## config.mk

```make
export PLATFORM = sky130hd
export DESIGN_NAME = acumulador_somsub_flat
export DESIGN_NICKNAME = d
export VERILOG_FILES = /design/src/rtl/acumulador_somsub_if.sv /design/src/rtl/acumulador_somsub.sv /design/src/flat_wrapper.sv
export SDC_FILE = /design/constraint.sdc
export NUM_CORES = 1
export LEC_CHECK = 0
export BUFFER_PORTS_ARGS = -buffer_cell sky130_fd_sc_hd__buf_2
export CAP_MARGIN = 20
export CORE_UTILIZATION = 40
export DETAILED_ROUTE_END_ITERATION = 10
export PLACE_DENSITY = 0.74
export SLEW_MARGIN = 20
export SYNTH_ARGS = -nofsm -noshare
export SYNTH_HDL_FRONTEND = slang
export SYNTH_SLANG_ARGS = --single-unit
```

## constraint.sdc

```tcl
create_clock -name clk -period 2.1 [get_ports clk]
set_clock_uncertainty 0.2 [all_clocks]
set_input_delay 0.105 -clock clk [delete_from_list [all_inputs] [get_ports clk]]
set_output_delay 0.105 -clock clk [all_outputs]
set_load 0.01 [all_outputs]
```

## src/rtl/acumulador_somsub_if.sv

```systemverilog
// Bundle between the accumulator controller, its command source and the
// 4-bit combinational adder/subtractor unit it drives.
interface acumulador_somsub_if #(
  parameter int WIDTH = 4
);
  logic             cmd_valid;
  logic             cmd_ready;
  logic [1:0]       cmd_op;
  logic [WIDTH-1:0] cmd_data;
  logic [WIDTH-1:0] a;
  logic [WIDTH-1:0] b;
  logic             sumsub;
  logic [WIDTH-1:0] s;
  logic             ov;
  logic [WIDTH-1:0] acc;
  logic             last_ov;
  logic             ov_flag;
  logic             res_valid;

  // The controller is the slave: it takes commands and the unit's result.
  modport slave (
    input  cmd_valid, cmd_op, cmd_data, s, ov,
    output cmd_ready, a, b, sumsub, acc, last_ov, ov_flag, res_valid
  );

  modport master (
    output cmd_valid, cmd_op, cmd_data, s, ov,
    input  cmd_ready, a, b, sumsub, acc, last_ov, ov_flag, res_valid
  );
endinterface

```

## src/rtl/acumulador_somsub.sv

```systemverilog
// Accumulator controller wrapped around an external combinational add/sub unit:
// LOAD/CLEAR complete in one cycle, ADD/SUB spend one EXEC cycle on the unit.
module acumulador_somsub #(
  parameter int WIDTH    = 4,
  parameter bit SATURATE = 1'b0
) (
  input logic           clk,
  input logic           rst,
  acumulador_somsub_if.slave bus
);

  typedef enum logic {
    IDLE,
    EXEC
  } state_t;

  localparam logic [1:0] OP_LOAD  = 2'b00;
  localparam logic [1:0] OP_ADD   = 2'b01;
  localparam logic [1:0] OP_SUB   = 2'b10;
  localparam logic [1:0] OP_CLEAR = 2'b11;

  localparam logic [WIDTH-1:0] SAT_MAX = {1'b0, {(WIDTH-1){1'b1}}};
  localparam logic [WIDTH-1:0] SAT_MIN = {1'b1, {(WIDTH-1){1'b0}}};

  state_t           state_q, state_d;
  logic [WIDTH-1:0] acc_q, acc_d;
  logic [WIDTH-1:0] b_q, b_d;
  logic             sumsub_q, sumsub_d;
  logic             last_ov_q, last_ov_d;
  logic             ov_flag_q, ov_flag_d;
  logic             res_valid_q, res_valid_d;
  logic             accept;

  assign bus.cmd_ready = (state_q == IDLE) && !rst;
  assign accept        = bus.cmd_valid && bus.cmd_ready;

  always_ff @(posedge clk) begin
    if (rst) begin
      state_q     <= IDLE;
      acc_q       <= '0;
      b_q         <= '0;
      sumsub_q    <= 1'b0;
      last_ov_q   <= 1'b0;
      ov_flag_q   <= 1'b0;
      res_valid_q <= 1'b0;
    end else begin
      state_q     <= state_d;
      acc_q       <= acc_d;
      b_q         <= b_d;
      sumsub_q    <= sumsub_d;
      last_ov_q   <= last_ov_d;
      ov_flag_q   <= ov_flag_d;
      res_valid_q <= res_valid_d;
    end
  end

  always_comb begin
    state_d     = state_q;
    acc_d       = acc_q;
    b_d         = b_q;
    sumsub_d    = sumsub_q;
    last_ov_d   = last_ov_q;
    ov_flag_d   = ov_flag_q;
    res_valid_d = 1'b0;

    case (state_q)
      IDLE: begin
        if (accept) begin
          case (bus.cmd_op)
            OP_LOAD: begin
              acc_d       = bus.cmd_data;
              last_ov_d   = 1'b0;
              ov_flag_d   = 1'b0;
              res_valid_d = 1'b1;
            end
            OP_CLEAR: begin
              acc_d       = '0;
              last_ov_d   = 1'b0;
              ov_flag_d   = 1'b0;
              res_valid_d = 1'b1;
            end
            OP_ADD, OP_SUB: begin
              b_d      = bus.cmd_data;
              sumsub_d = bus.cmd_op[1];
              state_d  = EXEC;
            end
            default: ;
          endcase
        end
      end

      EXEC: begin
        // On overflow the wrapped sign bit is inverted, so s[MSB]=1 means the true result was positive.
        if (SATURATE && bus.ov)
          acc_d = bus.s[WIDTH-1] ? SAT_MAX : SAT_MIN;
        else
          acc_d = bus.s;
        last_ov_d   = bus.ov;
        ov_flag_d   = ov_flag_q | bus.ov;
        res_valid_d = 1'b1;
        state_d     = IDLE;
      end

      default: state_d = IDLE;
    endcase
  end

  assign bus.a         = acc_q;
  assign bus.b         = b_q;
  assign bus.sumsub    = sumsub_q;
  assign bus.acc       = acc_q;
  assign bus.last_ov   = last_ov_q;
  assign bus.ov_flag   = ov_flag_q;
  assign bus.res_valid = res_valid_q;

endmodule

```

## src/flat_wrapper.sv

```systemverilog
// flat-port wrapper written by rule: the top's interface ports become plain ports
module acumulador_somsub_flat 
#(
  parameter int WIDTH    = 4,
  parameter bit SATURATE = 1'b0
)
  (clk, rst, bus_cmd_valid, bus_cmd_op, bus_cmd_data, bus_s, bus_ov, bus_cmd_ready, bus_a, bus_b, bus_sumsub, bus_acc, bus_last_ov, bus_ov_flag, bus_res_valid);
  acumulador_somsub_if #(.WIDTH(WIDTH)) bus_i ();
  input logic clk;
  input logic rst;
  input wire logic [$bits(bus_i.cmd_valid)-1:0] bus_cmd_valid;
  input wire logic [$bits(bus_i.cmd_op)-1:0] bus_cmd_op;
  input wire logic [$bits(bus_i.cmd_data)-1:0] bus_cmd_data;
  input wire logic [$bits(bus_i.s)-1:0] bus_s;
  input wire logic [$bits(bus_i.ov)-1:0] bus_ov;
  output wire logic [$bits(bus_i.cmd_ready)-1:0] bus_cmd_ready;
  output wire logic [$bits(bus_i.a)-1:0] bus_a;
  output wire logic [$bits(bus_i.b)-1:0] bus_b;
  output wire logic [$bits(bus_i.sumsub)-1:0] bus_sumsub;
  output wire logic [$bits(bus_i.acc)-1:0] bus_acc;
  output wire logic [$bits(bus_i.last_ov)-1:0] bus_last_ov;
  output wire logic [$bits(bus_i.ov_flag)-1:0] bus_ov_flag;
  output wire logic [$bits(bus_i.res_valid)-1:0] bus_res_valid;
  assign bus_i.cmd_valid = bus_cmd_valid;
  assign bus_i.cmd_op = bus_cmd_op;
  assign bus_i.cmd_data = bus_cmd_data;
  assign bus_i.s = bus_s;
  assign bus_i.ov = bus_ov;
  assign bus_cmd_ready = bus_i.cmd_ready;
  assign bus_a = bus_i.a;
  assign bus_b = bus_i.b;
  assign bus_sumsub = bus_i.sumsub;
  assign bus_acc = bus_i.acc;
  assign bus_last_ov = bus_i.last_ov;
  assign bus_ov_flag = bus_i.ov_flag;
  assign bus_res_valid = bus_i.res_valid;
  acumulador_somsub #(.WIDTH(WIDTH), .SATURATE(SATURATE)) u_core (.clk(clk), .rst(rst), .bus(bus_i));
endmodule
```

==> results of run 1 <==
## per-stage QoR
step / hold WS, ns / power (uW) / std cells / instance area [um2] / setup WS [ns]
detailed placement: 0.167 / 377 / 96 / 678 / 0.571
CTS: 0.00179 / 557 / 116 / 865 / 0.0248
global placement: 0.155 / 375 / 96 / 678 / 0.604
finish: 0.0222 / 550 / 116 / 866 / 0.112
global route: 0.0362 / 591 / 116 / 866 / 0.0271
floorplan: -0.0234 / 348 / 59 / 567 / 0.748
## synth_stat cells, types with 2 or more instances
library cell	number	area [um2]
buf_4	5	37.5
nor2_1	6	22.5
a211oi_1	4	30.0
nor3_1	4	20.0
nor3b_1	4	30.0
dfxtp_1	13	260
a21oi_1	6	30.0
nand2b_1	2	12.5
nor2b_1	2	12.5
mux2i_1	5	50.1
## logic make-up (layout without fill, tap and decap cells)
group,count (synthesis),count (layout)
mux,5,5
flops,13,13
simple gates,21,21
fa+ha+maj,1,1
compound gates,11,11
buf+inv,8,50
## how the worst max path moves through the flow
stage / startpoint / to / slack, ns / cells past startpoint
CTS: u_core.state_q / u_core.bus.b[2] / 0.02 / 4
detailed placement: u_core.state_q / u_core.bus.b[3] / 0.57 / 3
floorplan: u_core.state_q / u_core.bus.b[0] / 0.75 / 5
global route: u_core.state_q / u_core.bus.b[0] / 0.03 / 4
finish: u_core.state_q / u_core.bus.b[0] / 0.11 / 4
global placement: u_core.state_q / u_core.bus.b[2] / 0.60 / 3
## area by class of cell
class / count / area, um2 / share of cell area, %
Clock buffer: 4 / 26.3 / 3.03
Multi-Input combinational cell: 38 / 249 / 28.8
Sequential cell: 13 / 262 / 30.2
Tap cell: 15 / 18.8 / 2.17
Timing Repair Buffer: 46 / 310 / 35.8
## worst max-delay path: stages (launching register included)
cell and delay, ns:
dfxtp_2 0.41, and4bb_2 0.44, mux2i_1 0.21, nor2_1 0.06
dlygate4sd3_1 0.56
## flip-flops by register name, indices dropped and copies added, names as in the netlist
register / cells
u_core.bus.a: 4
u_core.bus.last_ov: 1
u_core.bus.ov_flag: 1
u_core.state_q: 1
u_core.bus.res_valid: 1
u_core.bus.b: 4
u_core.bus.sumsub: 1
## power breakdown
part	total [uW]	switching (uW)	leakage (uW)	internal, uW
Clock	157	83.7	0.0000150	73.7
Combinational	118	53.2	0.000290	65.0
Sequential	274	11.9	0.000107	262
## routing by layer
layer | track usage, % | wire (um) | vias to the layer above
met5 | 0 | 0 | -
met4 | 10.3 | 5 | 0
met3 | 5.11 | 62 | 2
met2 | 35.2 | 649 | 20
met1 | 21.8 | 588 | 241
li1 | - | - | 286
## repair_timing
item                                    4_1_cts  5_1_grt
endpoints found under the setup margin        0        4
hold buffers                                 16        0
setup buffers                                 0        0
hold endpoints to repair                     12        0
resized for setup                             0        1
==> run summary, run 1 <==
Fraction of layout cells with a size suffix above 1 = 34.7%
Hpwl dp = 822 um
PwrDens = 635 nW/um2
R2R Path Start = u_core.state_q
R2r endpoint = u_core.bus.b[0]
CP Capture Type = register
Initial antenna violation count = 0
Area Growth Syn to Fin = 52.8%
RSZ-0062 raised after global routing = no
Largest family of logic cells by synthesized area = simple AND/OR/NAND/NOR gates
Post-synth ARST share = 0%
Fmax = 0.503 GHz
GR Overflow Total = 0
CTS tree = built
Starting density of the core = 43.0%
Min-delay src = bus_cmd_valid
Layout filler cell count = 122
Worst Hold Path Cells = 4
Post-route ant nets = 0
Mapped Nets = 74
Worst Tran Pin Value = 0.284 ns
Gr usage total = 20.1%
Core Util, Final = 65.7%
Clock Latency Late Sink = 0.27 ns
Run status = finished, final reports clean
Synthesized area per cell = 9.61 um2
Hold Path End = u_core.bus.last_ov
Die ar. = 1570 um2
Worst path required time = 2.06 ns
Setup crit start kind = register
Final WL = 1310 um
Static Leak = 0.000412 uW
Core area = 1320 um2
Final Hold Viols = 0
Final Max Tran Viols = 0
Setup CP Type = reg2reg
Vias = 549
I/O Buffers = 30
CTS Buf Count = 3
GPL Wtd Cong = 0.691
Worst reg2reg path depth = 4
Distinct cells, synth = 18
Hold Path Class = in2reg
Crit Path Max Fanout = 18
Final #Nets = 117
R2R Setup Slk = 0.11 ns
CTS sink cnt = 13
I/O Pins = 31
Vias in the first global route = 509
CTS max path bufs = 2
Via density = 4.73
Yosys warns = 0
VDD IR max = 291 uV
Largest net degree at the start of global routing = 19
Multiplexer share of the synthesized area = 8.83%
Compound-Gate Fraction of Synth Area = 11.5%
Die Y = 39.6 um
Global-route wire length before repair = 2050 um
CTS root buf = clkbuf_4
Seq/Total Area, Yosys = 45.9%
Most frequent cells in the layout = 30 x buf_2, 16 x dlygate4sd3_1, 12 x dfxtp_1
Max_cap viols = 0
DR iter-0 viols = 5
Most common cell after layout, fill and taps aside = buf_2
Row count = 13
Setup TNS = 0 ns
Synth Area in Adders = 2.21%
Xor-xnor portion of the synthesized cell area = 0%
DRC Markers = 0
Worst-path clk slew = 0.08 ns
Diodes inserted = 0
Pre-antenna DRT Iters = 4
Gate Count Post-Synth = 59
Area share of and/or/nand/nor cells after synthesis = 21.4%
H-tree depth = 1
Mapped cell area = 567 um2
Slew margin rel. = 81.0%
Wire per inst = 11.3 um
Main synth FF type = dfxtp_1
Synth Register Bits = 13
Period minus WS final = 1.99 ns
Critical Path AT = 1.95 ns
Post-route fraction of the period consumed by the critical path = 94.7%
Die Wd = 39.6 um
Setup-failing EPs final = 0
Number of synthesized flops with an enable pin = 0
(Power assumes the default switching activity.)
==> inputs of run 2 (changes only) <==
--- a/config.mk
+++ b/config.mk
@@ -7,9 +7,10 @@
 export LEC_CHECK = 0
 export BUFFER_PORTS_ARGS = -buffer_cell sky130_fd_sc_hd__buf_2
 export CAP_MARGIN = 20
-export CORE_UTILIZATION = 40
+export CORE_AREA = 2 2 39 41
 export DETAILED_ROUTE_END_ITERATION = 10
-export PLACE_DENSITY = 0.74
+export DIE_AREA = 0 0 41 43
+export PLACE_DENSITY = 0.78
 export SLEW_MARGIN = 20
 export SYNTH_ARGS = -nofsm -noshare
 export SYNTH_HDL_FRONTEND = slang
==> run 2 against run 1 <==
Clock-buffer cell count is the same. Critical path depth is the same. Setup slack lost 0.0016 ns. Highest routed layer unchanged. Non-clock buffer count grew 1. Global-route usage shrank 3.6 points. Flip-flop and latch count is the same. Sequential power is essentially flat. Register-to-register slack is essentially flat. Utilization shrank 2.3 points. Clock power shrank 4%. Via count grew 2.7%.
==> run summary, run 2 (synthesis results as in run 1) <==
Setup-failing EPs final = 0 (unchanged)
Clock Latency Late Sink = 0.26 ns (about the same)
Largest net degree at the start of global routing = 19 (unchanged)
Fmax = 0.502 GHz (about the same)
GPL Wtd Cong = 0.705 (+2.1%)
Hold Path End = u_core.state_q
DRC Markers = 0 (unchanged)
Fraction of layout cells with a size suffix above 1 = 34.3% (-0.34 points)
R2R Path Start = u_core.state_q
Post-route fraction of the period consumed by the critical path = 94.8% (about the same)
Max_cap viols = 0 (unchanged)
Row count = 14 (+1)
Die ar. = 1760 um2 (+12%)
Sequential power share = 50.3% (+0.4 points)
Internal power = 402 uW (+0.16%)
Core area = 1380 um2 (+5.0%)
Die Y = 43 um (+8.5%)
CTS Buf Count = 3 (unchanged)
Crit Path Max Fanout = 18 (unchanged)
R2R Setup Slk = 0.11 ns (about the same)
Final Hold Viols = 0 (unchanged)
CTS sink cnt = 13 (unchanged)
Most common cell after layout, fill and taps aside = buf_2
Vias = 564 (+2.7%)
CTS max path bufs = 2 (unchanged)
Die Wd = 41 um (+3.4%)
Worst reg2reg path depth = 4 (unchanged)
Final WL = 1330 um (+2.1%)
Sw Share = 26.4% (-0.70 points)
Setup CP Type = reg2reg
Post-route ant nets = 0 (unchanged)
Global-route wire length before repair = 1990 um (-2.7%)
PwrDens = 622 nW/um2 (-2.1%)
Power share of the combinational group = 22.0% (+0.5 points)
I/O Pins = 31 (unchanged)
Wire per inst = 11.3 um (+0.34%)
Worst path required time = 2.06 ns (about the same)
Vias in the first global route = 511 (+0.39%)
Final #Nets = 118 (+0.85%)
Setup crit start kind = register
Most frequent cells in the layout = 30 x buf_2, 17 x dlygate4sd3_1, 12 x dfxtp_1
Final Max Tran Viols = 0 (unchanged)
Clk pwr share = 27.7% (-0.9 points)
Critical Path AT = 1.95 ns (about the same)
Starting density of the core = 41.0% (-2.1 points)
Worst-path clk slew = 0.08 ns (about the same)
DR iter-0 viols = 6 (+1)
Initial antenna violation count = 0 (unchanged)
Slew margin rel. = 81.8% (+0.81 points)
Run status = finished, final reports clean
RSZ-0062 raised after global routing = no
CTS root buf = clkbuf_4
Via density = 4.78 (+0.99%)
R2r endpoint = u_core.bus.b[3]
Min Hold Slack = 0.0945 ns (+0.0723 ns)
NetSw = 144 uW (-3.4%)
Static Leak = 0.000418 uW (+1.6%)
H-tree depth = 1 (unchanged)
Worst Hold Path Cells = 2 (-2)
Pre-antenna DRT Iters = 4 (unchanged)
CTS tree = built
CP Capture Type = register
Period minus WS final = 1.99 ns (+0.00163 ns)
Area Growth Syn to Fin = 54.7%
Diodes inserted = 0 (unchanged)
Hpwl dp = 859 um (+4.5%)
VDD IR max = 527 uV (+81%)
Min-delay src = bus_cmd_valid
GR Overflow Total = 0 (unchanged)
Postcts setup bufs = 0 (unchanged)
Gr usage total = 16.5% (-3.6 points)
I/O Buffers = 30 (unchanged)
Hold Path Class = in2reg
Setup TNS = 0 ns (unchanged)
Worst Tran Pin Value = 0.272 ns (-0.0118 ns)
[run 2: stage by stage]
stage	worst slack (ns)	util [%]	power, uW	cells	instance area (um2)
floorplan	0.748	-	348	59	567
global placement	0.609	49.1	375	97	679
detailed placement	0.587	49.1	378	97	679
CTS	0.0323	63.3	549	118	876
global route	0.0230	63.4	573	118	877
finish	0.110	63.4	545	118	877
[run 2: what timing repair did]
item	4_1_cts	5_1_grt
endpoints found under the hold margin	12	0
endpoints found under the setup margin	0	5
gates resized for setup	0	1
hold buffers	17	0
[run 2: area by class of cell]
type,count,area (um2)
clock buffer,4,26.3
fill,126,507
sequential,13,262
timing repair buffer,47,320
multi-input combinational,38,249
tap,16,20.0
[run 2: how the worst max path moves through the flow]
stage | from | to | depth (start not counted)
detailed placement | u_core.state_q | u_core.bus.b[2] | 3
global placement | u_core.state_q | u_core.bus.b[1] | 3
CTS | u_core.state_q | u_core.bus.b[2] | 4
global route | u_core.state_q | u_core.bus.b[0] | 4
floorplan | u_core.state_q | u_core.bus.b[0] | 5
finish | u_core.state_q | u_core.bus.b[3] | 4
[run 2: layer usage]
layer  track usage [%]  part of all wire, %
met1              17.9                   43
met2              28.1                   50
met3              5.24                  5.6
met4              6.00                  1.0
met5                 0                    0
[run 2: power by group through the flow]
| stage | clock network (uW) | registers, uW | logic (uW) |
|---|---|---|---|
| 2_1_floorplan | 0 | 283 | 65.1 |
| 3_3_place_gp | 0 | 279 | 95.7 |
| 3_5_place_dp | 0 | 280 | 97.7 |
| 4_1_cts | 155 | 274 | 120 |
| 5_1_grt | 161 | 278 | 134 |
| 6_report | 151 | 274 | 120 |
[run 2: critical path, cell delays in order, from the launching register on]
cell and delay [ns]:
dfxtp_2 0.41, and4bb_2 0.44, mux2i_1 0.23, nor2_1 0.05, dlygate4sd3_1 0.55
==> inputs of run 3 (changes only) <==
--- a/config.mk
+++ b/config.mk
@@ -10,6 +10,7 @@
 export CORE_AREA = 2 2 39 41
 export DETAILED_ROUTE_END_ITERATION = 10
 export DIE_AREA = 0 0 41 43
+export GPL_TIMING_DRIVEN = 0
 export PLACE_DENSITY = 0.78
 export SLEW_MARGIN = 20
 export SYNTH_ARGS = -nofsm -noshare
==> run 3 against run 2 <==
Register-to-register slack improved by 0.55 ns. Cell area decreased by 0.43%. Setup slack improved by 0.26 ns. Maximum frequency increased by 15%.
==> run summary, run 3 (synthesis results as in run 1) <==
Post-route ant nets = 0 (unchanged)
Largest net degree at the start of global routing = 11 (-8)
CP Capture Type = register
Most frequent cells in the layout = 31 x buf_2, 13 x dfxtp_1, 11 x dlygate4sd3_1
Layout filler cell count = 125 (-0.79%)
Post-route fraction of the period consumed by the critical path = 82.3% (-13 points)
Area Growth Syn to Fin = 54.1%
CTS root buf = clkbuf_4
Row count = 14 (unchanged)
PwrDens = 647 nW/um2 (+4.0%)
H-tree depth = 1 (unchanged)
Worst Tran Pin Value = 0.464 ns (+0.191 ns)
CTS Buf Count = 3 (unchanged)
Static Leak = 0.000416 uW (-0.46%)
Run status = finished, final reports clean
Worst-path clk slew = 0.08 ns (about the same)
Pre-antenna DRT Iters = 4 (unchanged)
Critical Path AT = 1.69 ns (-0.26 ns)
Vias = 580 (+2.8%)
Slew margin rel. = 69.1% (-13 points)
I/O Buffers = 30 (unchanged)
Gr usage total = 18.4% (+1.9 points)
Post_cts resized = 0 (unchanged)
VDD IR max = 350 uV (-34%)
CTS sink cnt = 13 (unchanged)
Worst path required time = 2.06 ns (about the same)
CTS max path bufs = 2 (unchanged)
CP Launch Point = bus_cmd_op[1]
Clock Latency Late Sink = 0.28 ns (+0.02 ns)
Initial antenna violation count = 0 (unchanged)
Max_cap viols = 0 (unchanged)
Die Wd = 41 um (unchanged)
Starting density of the core = 41.0% (unchanged)
RSZ-0062 raised after global routing = no
Hpwl dp = 934 um (+8.8%)
Most common cell after layout, fill and taps aside = buf_2
Core area = 1380 um2 (unchanged)
Hold Path Class = in2reg
Crit Path Max Fanout = 6 (-12)
Die ar. = 1760 um2 (unchanged)
Setup CP Type = in2reg
Core Util, Final = 63.1% (-0.27 points)
Setup TNS = 0 ns (unchanged)
Final Hold Viols = 0 (unchanged)
Dpl cell area = 737 um2 (+8.5%)
Die Y = 43 um (unchanged)
I/O Pins = 31 (unchanged)
Placement Setup Slack = 0.623 ns (+0.0354 ns)
Wire per inst = 11.5 um (+1.5%)
DR iter-0 viols = 5 (-1)
Setup-failing EPs final = 0 (unchanged)
Period minus WS final = 1.73 ns (-0.263 ns)
Vias in the first global route = 554 (+8.4%)
Final Max Tran Viols = 0 (unchanged)
Setup crit start kind = primary input
Min-delay src = bus_cmd_valid
R2R Path Start = u_core.state_q
Fraction of layout cells with a size suffix above 1 = 39.4% (+5.1 points)
CTS tree = built
Postcts setup bufs = 0 (unchanged)
Final #Nets = 120 (+1.7%)
GR Overflow Total = 0 (unchanged)
Final Cell Area = 873 um2 (-0.43%)
Via density = 4.83 (+1.1%)
GPL Wtd Cong = 0.705 (-0.13%)
Diodes inserted = 0 (unchanged)
Fmax = 0.579 GHz (+15%)
Global-route wire length before repair = 2150 um (+7.9%)
Final WL = 1380 um (+3.2%)
DRC Markers = 0 (unchanged)
Final WS setup = 0.373 ns (+0.263 ns)
==> run 3: per-layer routing <==
metal | share of wire (%) | global-route usage (%)
met1 | 41 | 17.6
met2 | 51 | 31.9
met3 | 6.1 | 4.71
met4 | 2.1 | 12.0
met5 | 0 | 0
==> run 3: worst max-delay path, stage by stage <==
cell	delay, ns
dlygate4sd3_1	0.52
buf_2	0.13
ha_1	0.29
and4bb_2	0.22
buf_4	0.15
mux2i_1	0.21
nor2_1	0.06
==> run 3: cell type report <==
type	count	area, um2	share of cell area (%)
Tap cell	16	20.0	2.29
Buffer	8	57.6	6.59
Sequential cell	13	260	29.8
Timing Repair Buffer	41	260	29.8
Clock buffer	4	26.3	3.01
Multi-Input combinational cell	38	249	28.5
==> run 3: worst paths after layout <==
| kind | endpoint | slack [ns] | cells after the start |
|---|---|---|---|
| max | u_core.bus.b[0] | 0.37 | 7 |
| min | u_core.bus.last_ov | 0.008 | 4 |
| max reg2reg | u_core.bus.b[0] | 0.66 | 5 |
| min reg2reg | u_core.bus.b[1] | 0.30 | 2 |
==> run 3: stage by stage <==
step | hold WS [ns] | total power [uW] | std cells
finish | 0.00845 | 565 | 120
global route | 0.0377 | 594 | 120
detailed placement | 0.125 | 394 | 105
floorplan | -0.0234 | 348 | 59
global placement | 0.132 | 391 | 105
CTS | 0.0130 | 564 | 120
==> run 3: power by group <==
group          internal, uW  switching (uW)  total [uW]  leakage (uW)
logic                  73.7            60.2         134      0.000295
clock network          73.8            86.6         160     0.0000150
registers               262            8.53         271      0.000106
==> run 3: timing repair <==
item                                    CTS  global route
hold endpoints to repair                 12             0
endpoints found under the setup margin    0             0
hold buffers                             11             0
